**config.mk**
```make
export PLATFORM = sky130hd
export DESIGN_NAME = pes_seq_comparator_flat
export DESIGN_NICKNAME = d
export VERILOG_FILES = /design/src/rtl/pes_cmp_pkg.sv /design/src/rtl/pes_seq_comparator_if.sv /design/src/rtl/pes_cmp2_slice.sv /design/src/rtl/pes_seq_comparator.sv /design/src/flat_wrapper.sv
export SDC_FILE = /design/constraint.sdc
export NUM_CORES = 1
export LEC_CHECK = 0
export ABC_AREA = 1
export CAP_MARGIN = 20
export CORE_ASPECT_RATIO = 0.8
export CORE_MARGIN = 4
export CORE_UTILIZATION = 40
export DETAILED_ROUTE_END_ITERATION = 10
export GPL_TIMING_DRIVEN = 0
export PLACE_DENSITY = 0.68
export REMOVE_ABC_BUFFERS = 1
export SLEW_MARGIN = 20
export SYNTH_ARGS = -nofsm -noshare
export SYNTH_HDL_FRONTEND = slang
export SYNTH_HIERARCHICAL = 1
export SYNTH_SLANG_ARGS = --single-unit
```
**constraint.sdc**
```tcl
create_clock -name clk -period 1.92 [get_ports clk]
set_clock_uncertainty 0.05 [all_clocks]
set_input_delay 0.48 -clock clk [delete_from_list [all_inputs] [get_ports clk]]
set_output_delay 0.48 -clock clk [all_outputs]
set_load 0.01 [all_outputs]
```
**src/rtl/pes_cmp_pkg.sv**
```systemverilog
`default_nettype none
// ============================================================================
// Module   : pes_cmp_pkg
// Purpose  : Shared types and helpers for the sequential magnitude comparator.
//            state_t  - controller states (IDLE / SCAN / DONE)
//            result_t - 2-bit running decision code (EQ / LT / GT)
//            slice_count() - number of 2-bit slices in a WIDTH-bit operand
// Revision : 1.0 - initial release
// ============================================================================
package pes_cmp_pkg;

    typedef enum logic [1:0] {
        IDLE = 2'd0,
        SCAN = 2'd1,
        DONE = 2'd2
    } state_t;

    typedef enum logic [1:0] {
        EQ = 2'b00,
        LT = 2'b01,
        GT = 2'b10
    } result_t;

    function automatic int slice_count(input int width);
        return width / 2;
    endfunction

endpackage
`default_nettype wire

```
**src/rtl/pes_seq_comparator_if.sv**
```systemverilog
`default_nettype none
// ============================================================================
// Module   : pes_seq_comparator_if
// Purpose  : Start/done handshake and operand/result bundle for the
//            sequential comparator.
//            master : drives start, a, b; observes busy, done, result flags
//            slave  : the comparator side
// Revision : 1.0 - initial release
// ============================================================================
interface pes_seq_comparator_if #(
    parameter int WIDTH = 8
);
    logic             start;
    logic [WIDTH-1:0] a;
    logic [WIDTH-1:0] b;
    logic             busy;
    logic             done;
    logic             a_less_b;
    logic             a_equal_b;
    logic             a_greater_b;

    modport master (
        output start, a, b,
        input  busy, done, a_less_b, a_equal_b, a_greater_b
    );

    modport slave (
        input  start, a, b,
        output busy, done, a_less_b, a_equal_b, a_greater_b
    );
endinterface
`default_nettype wire

```
**src/rtl/pes_cmp2_slice.sv**
```systemverilog
`default_nettype none
// ============================================================================
// Module   : pes_cmp2_slice
// Purpose  : Purely combinational unsigned compare of two 2-bit slices.
// Ports    : i_a, i_b        2-bit slices
//            o_lt/o_eq/o_gt  one-hot relation of i_a to i_b
// Revision : 1.0 - initial release
// ============================================================================
module pes_cmp2_slice (
    input  logic [1:0] i_a,
    input  logic [1:0] i_b,
    output logic       o_lt,
    output logic       o_eq,
    output logic       o_gt
);
    assign o_lt = (i_a <  i_b);
    assign o_eq = (i_a == i_b);
    assign o_gt = (i_a >  i_b);
endmodule
`default_nettype wire

```
**src/rtl/pes_seq_comparator.sv**
```systemverilog
`default_nettype none
// ============================================================================
// Module   : pes_seq_comparator
// Purpose  : Multi-cycle WIDTH-bit unsigned magnitude comparator. Scans the
//            captured operands MSB-first, one 2-bit slice per cycle, through a
//            single shared slice comparator, then pulses done with one-hot
//            A<B / A==B / A>B flags that are held until the next start.
// Ports    : clk  - rising-edge clock
//            rst  - asynchronous active-high reset
//            bus  - slave side of pes_seq_comparator_if
//                   (start, a, b in; busy, done, a_less_b, a_equal_b,
//                    a_greater_b out)
// Params   : WIDTH      - operand width, even and >= 2
//            EARLY_EXIT - 1: stop on first unequal slice; 0: scan all slices
// Revision : 1.0 - initial release
// ============================================================================
module pes_seq_comparator
    import pes_cmp_pkg::*;
#(
    parameter int WIDTH      = 8,
    parameter bit EARLY_EXIT = 1'b1
) (
    input  logic                clk,
    input  logic                rst,
    pes_seq_comparator_if.slave bus
);

    localparam int              NS        = slice_count(WIDTH);
    localparam int              IDXW      = (NS > 1) ? $clog2(NS) : 1;
    localparam logic [IDXW-1:0] C_IDX_TOP = IDXW'(NS - 1);

    generate
        if (((WIDTH % 2) != 0) || (WIDTH < 2)) begin : g_width_check
            $error("pes_seq_comparator: WIDTH must be even and >= 2");
        end
    endgenerate

    state_t           r_state;
    state_t           w_state_nxt;
    result_t          r_dec;
    result_t          w_dec_nxt;
    logic [WIDTH-1:0] r_a;
    logic [WIDTH-1:0] r_b;
    logic [IDXW-1:0]  r_idx;
    logic             r_lt;
    logic             r_eq;
    logic             r_gt;
    logic [1:0]       w_sa;
    logic [1:0]       w_sb;
    logic             w_slice_lt;
    logic             w_slice_eq;
    logic             w_slice_gt;
    logic             w_accept;
    logic             w_busy;
    logic             w_done;

    // Slice idx occupies bits [2*idx+1 : 2*idx].
    assign w_sa = r_a[{r_idx, 1'b0} +: 2];
    assign w_sb = r_b[{r_idx, 1'b0} +: 2];

    pes_cmp2_slice u_slice (
        .i_a  (w_sa),
        .i_b  (w_sb),
        .o_lt (w_slice_lt),
        .o_eq (w_slice_eq),
        .o_gt (w_slice_gt)
    );

    // Start is honoured only when no scan is in flight.
    assign w_accept = bus.start && ((r_state == IDLE) || (r_state == DONE));

    // The first unequal slice (MSB-first) settles the answer; later slices
    // can never override it.
    always_comb begin
        w_dec_nxt = r_dec;
        if ((r_dec == EQ) && !w_slice_eq) begin
            if (w_slice_lt) begin
                w_dec_nxt = LT;
            end else if (w_slice_gt) begin
                w_dec_nxt = GT;
            end
        end
    end

    // State register
    always_ff @(posedge clk or posedge rst) begin
        if (rst) begin
            r_state <= IDLE;
        end else begin
            r_state <= w_state_nxt;
        end
    end

    // Next-state logic
    always_comb begin
        w_state_nxt = r_state;
        case (r_state)
            IDLE: begin
                if (bus.start) begin
                    w_state_nxt = SCAN;
                end
            end
            SCAN: begin
                if ((EARLY_EXIT && (w_dec_nxt != EQ)) || (r_idx == '0)) begin
                    w_state_nxt = DONE;
                end
            end
            DONE: begin
                w_state_nxt = bus.start ? SCAN : IDLE;
            end
            default: begin
                w_state_nxt = IDLE;
            end
        endcase
    end

    // Output decode (from the state register only)
    always_comb begin
        w_busy = 1'b0;
        w_done = 1'b0;
        case (r_state)
            SCAN:    w_busy = 1'b1;
            DONE:    w_done = 1'b1;
            default: ;
        endcase
    end

    // Operand capture, slice index, running decision and result flags
    always_ff @(posedge clk or posedge rst) begin
        if (rst) begin
            r_a   <= '0;
            r_b   <= '0;
            r_idx <= '0;
            r_dec <= EQ;
            r_lt  <= 1'b0;
            r_eq  <= 1'b0;
            r_gt  <= 1'b0;
        end else if (w_accept) begin
            r_a   <= bus.a;
            r_b   <= bus.b;
            r_idx <= C_IDX_TOP;
            r_dec <= EQ;
            r_lt  <= 1'b0;
            r_eq  <= 1'b0;
            r_gt  <= 1'b0;
        end else if (r_state == SCAN) begin
            r_dec <= w_dec_nxt;
            // Saturate at slice 0 so the index never wraps.
            if (r_idx != '0) begin
                r_idx <= r_idx - 1'b1;
            end
            if (w_state_nxt == DONE) begin
                r_lt <= (w_dec_nxt == LT);
                r_eq <= (w_dec_nxt == EQ);
                r_gt <= (w_dec_nxt == GT);
            end
        end
    end

    assign bus.busy        = w_busy;
    assign bus.done        = w_done;
    assign bus.a_less_b    = r_lt;
    assign bus.a_equal_b   = r_eq;
    assign bus.a_greater_b = r_gt;

endmodule
`default_nettype wire

```
**src/flat_wrapper.sv**
```systemverilog
// flat-port wrapper written by rule: the top's interface ports become plain ports
module pes_seq_comparator_flat import pes_cmp_pkg::*;
#(
    parameter int WIDTH      = 8,
    parameter bit EARLY_EXIT = 1'b1
)
  (clk, rst, bus_start, bus_a, bus_b, bus_busy, bus_done, bus_a_less_b, bus_a_equal_b, bus_a_greater_b);
  pes_seq_comparator_if #(.WIDTH(WIDTH)) bus_i ();
  input  logic clk;
  input  logic rst;
  input wire logic [$bits(bus_i.start)-1:0] bus_start;
  input wire logic [$bits(bus_i.a)-1:0] bus_a;
  input wire logic [$bits(bus_i.b)-1:0] bus_b;
  output wire logic [$bits(bus_i.busy)-1:0] bus_busy;
  output wire logic [$bits(bus_i.done)-1:0] bus_done;
  output wire logic [$bits(bus_i.a_less_b)-1:0] bus_a_less_b;
  output wire logic [$bits(bus_i.a_equal_b)-1:0] bus_a_equal_b;
  output wire logic [$bits(bus_i.a_greater_b)-1:0] bus_a_greater_b;
  assign bus_i.start = bus_start;
  assign bus_i.a = bus_a;
  assign bus_i.b = bus_b;
  assign bus_busy = bus_i.busy;
  assign bus_done = bus_i.done;
  assign bus_a_less_b = bus_i.a_less_b;
  assign bus_a_equal_b = bus_i.a_equal_b;
  assign bus_a_greater_b = bus_i.a_greater_b;
  pes_seq_comparator #(.WIDTH(WIDTH), .EARLY_EXIT(EARLY_EXIT)) u_core (.clk(clk), .rst(rst), .bus(bus_i));
endmodule
```
==> flow_summary.yaml <==
sta:
  final-hold-violation-count: 0
  slew_headroom: 0.3721
  period_minus_slack_ns: 2.095
  tightest_slew_ns: 0.9408
  setup_viol: 7
  max_freq_mhz: 477.2
  fin_crit_sh: 1.091
  hold_ws_ns: 0.4410
  fin_ws_ns: -0.1753
  rsz0062_at_grt: "true"
  slew_violations: 0
power:
  powerDensity_mw_per_mm2: 1963
  p_total_mw: 3.218
  p_int_mw: 1.771
  seqPwrFrac: 0.292
  p_sw_mw: 1.447
  comb_power_share: 0.614
  swShare: 0.4497
  p_leak_nw: 0.8385
  worst_ir_drop_vdd_mv: 0.8738
  power.share.clock: 0.095
synth:
  synth_seq_cells: 25
  yosysWarnings: 6
  async_flop_share: 1.000
  synth_common_cells: "58 x nand2_1, 25 x dfrtp_1, 16 x inv_1"
  synth_top_area_frac: 0.5086
  ys_types: 19
  yosysMostFrequentCell: "nand2_1"
  synth.area.top_cells: "dfrtp_1 51%, nand2_1 18%, inv_1 4.9%"
  synth_edf_count: 0
  ys_seq_area_frac: 0.5086
  syn_avg_cell_area_sq_um: 7.884
  syn_inst: 156
  netlist_area_sq_mm: 0.001230
  synth_top_cell_by_area: "dfrtp_1"
  ys.flop_type: "dfrtp_1"
hold_path:
  hp-class: "flip-flop to flip-flop"
drt:
  postRouteAntennaNets: 0
  wl_met2_microns: 1346
  drc_errors: 0
  wl_met3_microns: 74
  wl_microns: 2761
  firstDrtPassIters: 4
  highest_layer: "met4"
  drtIter0Drc: 48
  drt-wirelength-per-cell_microns: 12.38
  met1_length_microns: 1313
  viasPerCell: 4.771
  vias: 1064
setup_path:
  cp-start-kind: "flip-flop"
  required_ns: 2.03
  cp_common_cell: "inv_1"
  cp_slowest_stage_delay_ns: 0.45
  cp-end-kind: "flip-flop"
  critical_path_class: "flip-flop to flip-flop"
  crit_path_cell_trace: "buf_6, o21ai_1, o22ai_1, inv_1, ha_1, nand2_2, inv_2, a21oi_2, inv_1, nor2_2, a21oi_4, and2_1, nand3_1, nand2_1"
  critPathArrivalTime_ns: 2.20
  crit_path_max_fanout: 4
  critical_path.slowest_cell: "dfrtp_2"
cells_and_area:
  instances_no_fill: 223
  fin_area_sq_mm: 0.001639
  regArea_sq_um: 628.1
  nets: 208
  multi_input_area_sq_um: 546.8
  n_antenna_cell: 0
  layout-drive-gt1-share: 0.1730
  area_delta_synth_final_pct: 33.27
  fillers: 272
global_routing:
  grt_usage: 0.1440
  antenna_found_initial: 0
  grt_pass1_vias: 1037
  grt_pass1_wl_microns: 4629
  grt_start_max_net_pins: 26
  grt-ovfl-total: 0
clock_tree:
  cts.sinks: 25
  clk_path_buf_depth: 2
  h-tree-depth: 1
  cts_tree: "yes"
  cts_hold_buf: 0
  clkTransAtPathRegs_ns: 0.08
  cts_made_buffers: 3
  clkLatencyLatePin_ns: 0.27
  cts-root-buf: "clkbuf_8"
floorplan:
  start_util: 0.4315
  die-area_sq_mm: 0.004031
  io_pins: 24
  core-area_sq_mm: 0.002850
  die_height_microns: 57.60
  dieWidth_microns: 70.00
  rows: 17
placement:
  gp_congestion: 0.8096
  io_buffers: 23
  placedCellCount: 212
  place_hpwl_microns: 1803
  dpl_cell_area_sq_mm: 0.001468
outcome:
  violations: "negative setup slack"
  status: "complete, but fails checks"
run:
  drv_cap: 0
[final cells by class]
class / instances / area share
sequential: 25 / 0.3832
inverter: 19 / 0.04809
timing repair buffer: 30 / 0.1786
clock buffer: 4 / 0.02748
tap: 38 / 0.02901
multi-input combinational: 107 / 0.3336
[repair_timing]
item / 4_1_cts / 5_1_grt
setup endpoints to repair: 8 / 7
resized for setup: 23 / 5
buffers inserted: 3 / 4
pin swaps: 3 / 0
[cell usage in the layout, fill, tap and decap left out, types with 2 or more instances in the layout]
cell type        count
buf_4                4
dfrtp_2              2
clkdlybuf4s50_1     22
nor2_1              13
a21oi_4              2
o21ai_0              5
o22ai_1              3
dfrtp_1             23
a21oi_2              2
buf_6                3
o21ai_1              5
nand2_1             56
a21oi_1              3
ha_1                 2
inv_2                4
clkbuf_8             3
nand2_2              4
inv_1               13
nand3_1              5
[kinds of logic (layout without fill, tap and decap cells)]
logic type	count (synthesis)	in the layout	synth area share
compound gates	22	22	0.1027
fa+ha+maj	3	3	0.03052
buf+inv	24	53	0.09054
flops	25	25	0.5086
simple gates	82	82	0.2675
[state kept, by name (all words and copies together) (netlist names)]
| register | count |
|---|---|
| u_core/bus.a_less_b | 1 |
| u_core/bus.a_equal_b | 1 |
| u_core/r_a | 8 |
| u_core/r_state | 2 |
| u_core/r_b | 8 |
| u_core/r_dec | 2 |
| u_core/r_idx | 2 |
| u_core/bus.a_greater_b | 1 |
[routing by layer]
| metal | track usage | vias up |
|---|---|---|
| met5 | 0 | - |
| met4 | 0.04098 | 0 |
| met3 | 0.03873 | 2 |
| met2 | 0.2355 | 18 |
| met1 | 0.1891 | 501 |
| li1 | - | 543 |
[power by group through the flow]
stage          registers (mW)  clock network (mW)  logic, mW
4_1_cts                 0.929               0.312       1.80
2_1_floorplan           0.891                   0       1.11
3_3_place_gp            0.922                   0       1.39
3_5_place_dp            0.929                   0       1.46
5_1_grt                 0.965               0.335       2.20
6_report                0.938               0.305       1.97
[metrics by stage]
step	setup slack, ns	utilization	TNS [ns]
finish	-0.1753	0.5751	-0.9456
global route	-0.3343	0.5751	-2.042
CTS	-0.1515	0.5588	-0.7335
detailed placement	-0.5733	0.5149	-3.690
global placement	-0.4778	0.5149	-3.068
floorplan	-0.1720	-	-0.9729
[critical path: cells and delay by family, from the launching register on]
family,cells,cell delay (ns)
AND/OR/NAND/NOR,5,0.50
flip-flops,1,0.45
AO/OA/AOI/OAI,4,0.40
adder cells (fa/ha/maj),1,0.31
buffers and inverters,4,0.30
[path summary, 6_finish.rpt]
path,slack [ns],startpoint,cells past startpoint,end
setup reg to reg,-0.18,u_core/r_idx[0],14,u_core/bus.a_equal_b
max in group asynchronous,0.51,rst,2,u_core/r_idx[1]
hold / removal,0.44,u_core/r_a[1],2,u_core/r_a[1]
setup / recovery,-0.18,u_core/r_idx[0],14,u_core/bus.a_equal_b
min in group asynchronous,0.66,rst,2,u_core/r_dec[1]
hold reg to reg,0.44,u_core/r_a[1],2,u_core/r_a[1]
Power figures use the tool's default switching activity.
